[src/rtl/wb_write_queue.sv]
// In-order writeback queue feeding the regfile write port from the ALU and mem producers.
// Optional macro WB_ROUND_ROBIN_EN switches producer arbitration from fixed mem priority to round-robin.
module wb_write_queue #(
  parameter int unsigned DATA_W = 32,
  parameter int unsigned ADDR_W = 5,
  parameter int unsigned DEPTH  = 4
) (
  input  logic                     clk,
  input  logic                     rst,
  input  logic                     alu_valid,
  output logic                     alu_ready,
  input  logic [ADDR_W-1:0]        alu_dest,
  input  logic [DATA_W-1:0]        alu_data,
  input  logic                     mem_valid,
  output logic                     mem_ready,
  input  logic [ADDR_W-1:0]        mem_dest,
  input  logic [DATA_W-1:0]        mem_data,
  input  logic                     wb_stall,
  output logic                     reg_write_en,
  output logic [ADDR_W-1:0]        reg_write_dest,
  output logic [DATA_W-1:0]        reg_write_data,
  input  logic [ADDR_W-1:0]        query_addr,
  output logic                     query_hit,
  output logic [DATA_W-1:0]        query_data,
  output logic [$clog2(DEPTH):0]   count,
  output logic                     full,
  output logic                     empty
);

  localparam int unsigned PTR_W = $clog2(DEPTH);
  localparam int unsigned CNT_W = PTR_W + 1;

  typedef struct packed {
    logic [ADDR_W-1:0] dest;
    logic [DATA_W-1:0] data;
  } entry_t;

  entry_t             ent_q [DEPTH];
  entry_t             ent_d [DEPTH];
  logic [DEPTH-1:0]   vld_q, vld_d;
  logic [PTR_W-1:0]   wr_ptr_q, wr_ptr_d;
  logic [PTR_W-1:0]   rd_ptr_q, rd_ptr_d;
  logic [CNT_W-1:0]   count_q, count_d;

  logic               alu_fire, mem_fire, push, pop;
  entry_t             push_ent;
  logic [PTR_W-1:0]   q_idx;

  assign count = count_q;
  assign full  = (count_q == CNT_W'(DEPTH));
  assign empty = (count_q == '0);

`ifdef WB_ROUND_ROBIN_EN
  typedef enum logic {GRANT_ALU = 1'b0, GRANT_MEM = 1'b1} grant_e;
  grant_e last_grant_q, last_grant_d;

  // The producer granted last yields when both are requesting.
  assign mem_ready = !full && !(alu_valid && (last_grant_q == GRANT_MEM));
  assign alu_ready = !full && !(mem_valid && (last_grant_q == GRANT_ALU));

  always_comb begin
    last_grant_d = last_grant_q;
    if (mem_fire)      last_grant_d = GRANT_MEM;
    else if (alu_fire) last_grant_d = GRANT_ALU;
  end

  always_ff @(posedge clk) begin
    if (rst) last_grant_q <= GRANT_ALU;
    else     last_grant_q <= last_grant_d;
  end
`else
  assign mem_ready = !full;
  assign alu_ready = !full && !mem_valid;
`endif

  assign alu_fire = alu_valid && alu_ready;
  assign mem_fire = mem_valid && mem_ready;

  // x0 writes complete the handshake but are never stored.
  assign push     = (mem_fire && (mem_dest != '0)) || (alu_fire && (alu_dest != '0));
  assign push_ent = mem_fire ? entry_t'{dest: mem_dest, data: mem_data}
                             : entry_t'{dest: alu_dest, data: alu_data};

  assign reg_write_en = !empty && !wb_stall && !rst;
  assign pop          = reg_write_en;

  always_comb begin
    reg_write_dest = '0;
    reg_write_data = '0;
    if (!empty) begin
      reg_write_dest = ent_q[rd_ptr_q].dest;
      reg_write_data = ent_q[rd_ptr_q].data;
    end
  end

  // Scan oldest to youngest so the last match wins.
  always_comb begin
    query_hit  = 1'b0;
    query_data = '0;
    q_idx      = '0;
    for (int unsigned i = 0; i < DEPTH; i++) begin
      q_idx = rd_ptr_q + PTR_W'(i);
      if ((query_addr != '0) && vld_q[q_idx] && (ent_q[q_idx].dest == query_addr)) begin
        query_hit  = 1'b1;
        query_data = ent_q[q_idx].data;
      end
    end
  end

  always_comb begin
    ent_d    = ent_q;
    vld_d    = vld_q;
    wr_ptr_d = wr_ptr_q;
    rd_ptr_d = rd_ptr_q;
    if (pop) begin
      vld_d[rd_ptr_q] = 1'b0;
      rd_ptr_d        = rd_ptr_q + PTR_W'(1);
    end
    if (push) begin
      ent_d[wr_ptr_q] = push_ent;
      vld_d[wr_ptr_q] = 1'b1;
      wr_ptr_d        = wr_ptr_q + PTR_W'(1);
    end
    count_d = count_q + CNT_W'(push) - CNT_W'(pop);
  end

  always_ff @(posedge clk) begin
    if (rst) begin
      vld_q    <= '0;
      wr_ptr_q <= '0;
      rd_ptr_q <= '0;
      count_q  <= '0;
      for (int unsigned i = 0; i < DEPTH; i++) ent_q[i] <= '0;
    end else begin
      vld_q    <= vld_d;
      wr_ptr_q <= wr_ptr_d;
      rd_ptr_q <= rd_ptr_d;
      count_q  <= count_d;
      for (int unsigned i = 0; i < DEPTH; i++) ent_q[i] <= ent_d[i];
    end
  end

endmodule

[config.mk]
export PLATFORM = sky130hd
export DESIGN_NAME = wb_write_queue
export DESIGN_NICKNAME = d
export VERILOG_FILES = /design/src/rtl/wb_write_queue.sv
export SDC_FILE = /design/constraint.sdc
export NUM_CORES = 1
export LEC_CHECK = 0
export BUFFER_PORTS_ARGS = -buffer_cell sky130_fd_sc_hd__buf_2
export CAP_MARGIN = 20
export CORE_MARGIN = 2
export CORE_UTILIZATION = 44
export DETAILED_ROUTE_END_ITERATION = 6
export PLACE_DENSITY = 0.66
export SLEW_MARGIN = 20
export SYNTH_ARGS = -nofsm -noshare
export SYNTH_HDL_FRONTEND = slang
export SYNTH_SLANG_ARGS = --single-unit
[constraint.sdc]
create_clock -name clk -period 4.15 [get_ports clk]
set_input_delay 0.6225 -clock clk [delete_from_list [all_inputs] [get_ports clk]]
set_output_delay 0.6225 -clock clk [all_outputs]
set_load 0.01 [all_outputs]
After elaboration in Yosys (flattened, before gate mapping):

Index checks and enable logic that the tools add are counted.

* add/sub/neg operators: 6
* order comparisons: 13
* equal/unequal tests: 5
* multiplexer cells: 40
* bitwise logic cells: 8
* reductions and logical operators: 28

Operator list (count)
* two-way mux 37 bit: 10
* binary-select mux 37 bit (select 2 bit): 4
* two-way mux 32 bit: 5
* bitwise mux 148 bit: 1
* demux 37 bit (select 2 bit): 1
* == test 5 bit: 4
* logical AND 1 bit: 18
* greater-or-equal comparator 3 bit, second input constant: 5
* less-than comparator 2 x 3 -> 1 bit, second input constant: 5
* NOT 2 -> 3 bit: 5
* nonzero test 5 bit: 3
* two-way mux 1 bit: 10
* binary-select mux 1 bit (select 2 bit): 4
* two-way mux 4 bit: 2
* logical NOT 1 bit: 5
* two-way mux 5 bit: 1
* adder 2 x 1 -> 2 bit, second input constant: 2
* adder 2 bit, second input constant: 2
* bitwise AND 4 bit: 1
* demux 1 bit (select 2 bit): 2
* greater-or-equal comparator 2 x 1 -> 1 bit, second input constant: 2
* NOT 4 bit: 1
* bitwise OR 4 bit: 1
* adder 3 x 1 -> 3 bit: 1
* 5 further kinds: 5

* flip-flop bits (word level): 159
* input bits: 84
* output and inout port bits: 78
* word-level logic and storage cells: 112

Depth between registers and ports, before layout:

* depth after elaboration: 10
* mapped depth: 17
* depth with buffers taken out: 13

Worst setup path after synthesis:

Ideal clock, no wire load.

* path type: register to output
* start point: register rd_ptr_q[1]
* end point: output port query_data[21]
* data arrival time: 4000 ps
* path slack: -473 ps
* stages on the path, launching flop included: 17
* path buffers: 9
* cells stage by stage: dfxtp_1 buf_2 buf_2 buf_2 buf_2 buf_1 inv_1 ha_1 buf_2 buf_4 mux4_2 xnor2_1 o2111a_1 buf_2 a31o_2 buf_4 o221ai_1

* cells in the longest elaborated chain, start to end: 10

RTL lines
* from (decl): line 42 `logic [PTR_W-1:0] rd_ptr_q, rd_ptr_d;`
* from (signal assigned): line 137 `rd_ptr_q <= rd_ptr_d;`
* adder 2 x 1 -> 2 bit / NOT 2 -> 3 bit (equally long branches): line 102, 103, 105
* NOT 2 -> 3 bit (implied by the code) / binary-select mux 37 bit (select 2 bit) (equally long branches): line 103, 105
* binary-select mux 37 bit (select 2 bit) / two-way mux 37 bit (equally long branches): line 103, 105
* two-way mux 37 bit (implied by the code): line 105 `query_data = ent_q[q_idx].data;`
* two-way mux 37 bit (implied by the code) / == test 5 bit (equally long branches): line 105, 103
* == test 5 bit / logical AND 1 bit (equally long branches): line 103 `if ((query_addr != '0) && vld_q[q_idx] && (ent_q[q_idx].dest == query_addr)) begin`
* logical AND 1 bit / two-way mux 32 bit (equally long branches): line 103
* two-way mux 32 bit (2 in series): line 103
* two-way mux 32 bit (*): line 103
* to (decl): line 24 `output logic [DATA_W-1:0] query_data,`

Mark *: on every way between the ends. The rest lies on a longest branch, timed or not. The select of a mux whose other input is x is not followed.

Worst setup path in the final report:

* start point: register rd_ptr_q[0]
* end point: output port query_data[31]

Same word-level chain as after synthesis.

==> reports/summary.md <==
For the initial DRC count, the log shows 703. After synthesis, the mean cell area works out to 10.3 um^2. Number of hold-slack violations in the final timing report: 0. Prevailing post-synth register cell: dfxtp_1.

The tools report the remaining routing DRC violations as 0. TritonCTS built the clock tree. Of the total power, the share spent switching nets is 39.9%.

Setup repair after global routing left no endpoint under its margin. Setup violations remaining at the end of the flow were counted as 0. The net switching power is 3.38 mW, and the sum of net half-perimeters after detailed placement is 19,700 um. The die is 164 um wide. In this run the cell area of the synthesized design comes to 11,300 um^2.

The first global-routing pass estimated 50,300 um of wire. From bottom edge to top edge, the die measures 164 um. Across the VDD grid, the largest voltage drop is 0.000362 V. For the core area, the log shows 25,200 um^2. The share of the Yosys chip area taken by registers is 28.2%.

The floorplan step defined a die boundary enclosing 27,000 um^2. Pin placement for this block handled 162 I/O pins. At the end of routability-driven placement, the weighted congestion stood at 0.820. Dividing the final minimum period by the clock period gives 96.5%. In this run, synthesis produced a sequential element count of 159. Number of detailed-routing iterations run before antenna repair: 5. The root buffer cell chosen for the clock tree is clkbuf_16. For this run, the top clock speed supported by timing is 250 MHz.

0 antenna diodes ended up in the layout. The share of layout cells above drive strength 1 is 36.0%, and the worst max-slew margin expressed relative to the limit is 38.0%. Arrival time at the worst endpoint: 3380 ps.

The clock reaches the later pin of the worst-skew pair after 430 ps. Per report_power, the clock group accounts for 21.1% of the total. The number of pins with negative max-slew slack in the final report was 0. The floorplan has 58 rows.

Dividing the detail-routed wire length by the instance count gives 20.8 um. The capturing element type of the critical path is a primary output. The run gives 0 as the number of antenna violations at the first check in global routing. STA classifies the critical path startpoint as a register. The run finished with clean final reports. Via count of the first global-routing pass: 9,314. The transition time of the tightest slew-check pin came out at 930 ps. The detailed-route vias per instance is 6.33. The synthesized design contains 0 enable-type register cells.

For the number of sinks driven by the clock tree, the log shows 159. After technology mapping, the gate count stands at 1,096. The internal power of the cells totals 5.08 mW.

Before CTS, the worst setup slack after placement is 353 ps. Combinational logic is responsible for 50.9% of the overall power. The post-synth net total was 1,191; the required arrival time at the worst endpoint was 3530 ps. Number of nets still failing antenna checks after routing: 0. Sequential share of power: 28.0%. The maximum number of buffers from clock root to sink was 2. The run gives 0 as the total grt overflow. The number of hold-repair buffers added at the cts stage is 0, and the layout overhead on the synthesized area is 17.0%. The final worst-path setup slack is 144 ps.

Entering global routing, the biggest net connects 84 pins. The run gives 0 ps as the total negative slack for setup checks. The critical path is of the register to primary output type.

For the final database, setup skew stands at 5.26 ps. Class of the most critical hold timing path: register to register. The power density of the placed cells works out to 640 nW/um^2.

TritonCTS created 17 clock buffers. The aggregate global-route resource usage is 23.8%, and the number of distinct library cell variants in the gate-level netlist after synthesis is 44. Across the run, the number of max-cap violations was 0.

The number of I/O port buffers is 161, and the static power due to leakage is 4.57 nW. In this run the worst path has a maximum fanout of 31. Counting flops with an async set or reset pin after synthesis yields a share of 0%. The CTS H-tree depth was 4. The share of the core filled with cells in the final layout was 52.5%; the number of nets in the layout was 1,276. The total of warnings raised by yosys came out at 0. After clock tree synthesis, the clock-pin slew on the worst setup and hold paths is 60 ps.

For this configuration, the core starts out at a cell density of 44.9%. Summing over every cut layer, the via total after detailed routing is 9,648. The final wirelength is 31,700 um, and the clock period minus final worst setup slack is 4010 ps.
## cells in the mapped netlist (all sizes together) (2+ instances only)
cell type,count,share of area (%)
xor2,2,0.16
a221oi,2,0.21
nor4,2,0.11
a211oi,149,9.9
nor3b,32,2.1
xnor2,19,1.5
o21ai,7,0.34
inv,14,0.47
clkbuf,60,2.0
nor3,3,0.23
mux4,147,29
ha,10,1.1
a31oi,32,1.8
dfxtp,159,28
buf,73,3.4
nor2b,38,2.1
o221ai,32,2.5
nand2,41,1.4
a21oi,10,0.44
nor2,165,5.5
nand4,35,1.9
and2,4,0.22
mux2,3,0.30
nand3,2,0.089
mux2i,42,3.7
## final cells by class
type	instances	area, um^2
Multi-Input combinational cell	790	7700
Sequential cell	159	3190
Inverter	14	52.6
Clock inverter	9	176
Clock buffer	23	499
Tap cell	330	413
Timing Repair Buffer	199	1180
Fill cell	2226	12000
## layer usage
layer | GRT usage [%] | vias to the layer above | part of all wire [%]
li1 | - | 4467 | -
met1 | 31.9 | 4772 | 43
met2 | 39.7 | 361 | 49
met3 | 3.41 | 48 | 5.9
met4 | 8.09 | 0 | 2.3
met5 | 0 | - | 0
## power groups by stage
stage	clock network (mW)	registers, mW	logic [mW]
2_1_floorplan	0	2.24	3.33
3_3_place_gp	0	2.36	4.21
3_5_place_dp	0	2.39	4.27
4_1_cts	1.81	2.37	4.30
5_1_grt	1.86	2.43	4.67
6_report	1.79	2.37	4.30
## worst paths after layout
path / startpoint / to / depth (start not counted) / slack, ps
max: rd_ptr_q[0] / query_data[31] / 10 / 140
min: ent_q[48] / ent_q[48] / 2 / 540
max reg2reg: count[1] / count[2] / 13 / 1140
min reg2reg: ent_q[48] / ent_q[48] / 2 / 540
## cells in the final DEF, fill, tap and decap left out, types with 9 or more instances in the layout
cell type and instances:
ha_1 9, nand4_1 35, a21oi_1 10, mux4_2 147, o221ai_2 32, nor3b_1 32, buf_2 160, buf_4 29
mux2i_1 42, xnor2_1 19, nand2_1 40, dfxtp_1 157, inv_1 14, nor2_1 165, nor2b_1 38, clkbuf_16 18
a31oi_1 32, a211oi_1 149
## cell families after synthesis
group	synth area share, %
simple gates	14.1
compound gates	15.7
mux	33.3
flops	28.2
buf+inv	5.84
xor+xnor	1.63
fa+ha+maj	1.29
## repair_timing
action                                 4_1_cts  5_1_grt
setup endpoints to repair                   32       32
pin swaps                                    0        1
buffers inserted                             0        6
endpoints found under the hold margin        0        0
gates resized for setup                      3        3
## critical path: stages, from the launching register on
cell and delay, ps:
dfxtp_4 340, buf_4 380, mux2_2 400, a221oi_2 310
a21oi_1 120, o21ai_4 170, buf_4 300, a31o_2 220
buf_4 340, o221ai_2 200, buf_2 170
## state kept, by name, indices dropped and copies added, names as in the netlist
register / count
ent_q: 148
count: 3
vld_q: 4
rd_ptr_q: 2
wr_ptr_q: 2
## stage by stage
stage / power, mW / area, um^2 / instances / hold slack [ps]
2_1_floorplan: 5.57 / 11500 / 1096 / 501
3_5_place_dp: 6.66 / 12500 / 1486 / 531
6_report: 8.45 / 13200 / 1524 / 538
3_3_place_gp: 6.57 / 12500 / 1486 / 520
5_1_grt: 8.97 / 13200 / 1524 / 561
4_1_cts: 8.47 / 13200 / 1518 / 540
Note: power is estimated with default switching activity, not from simulation.
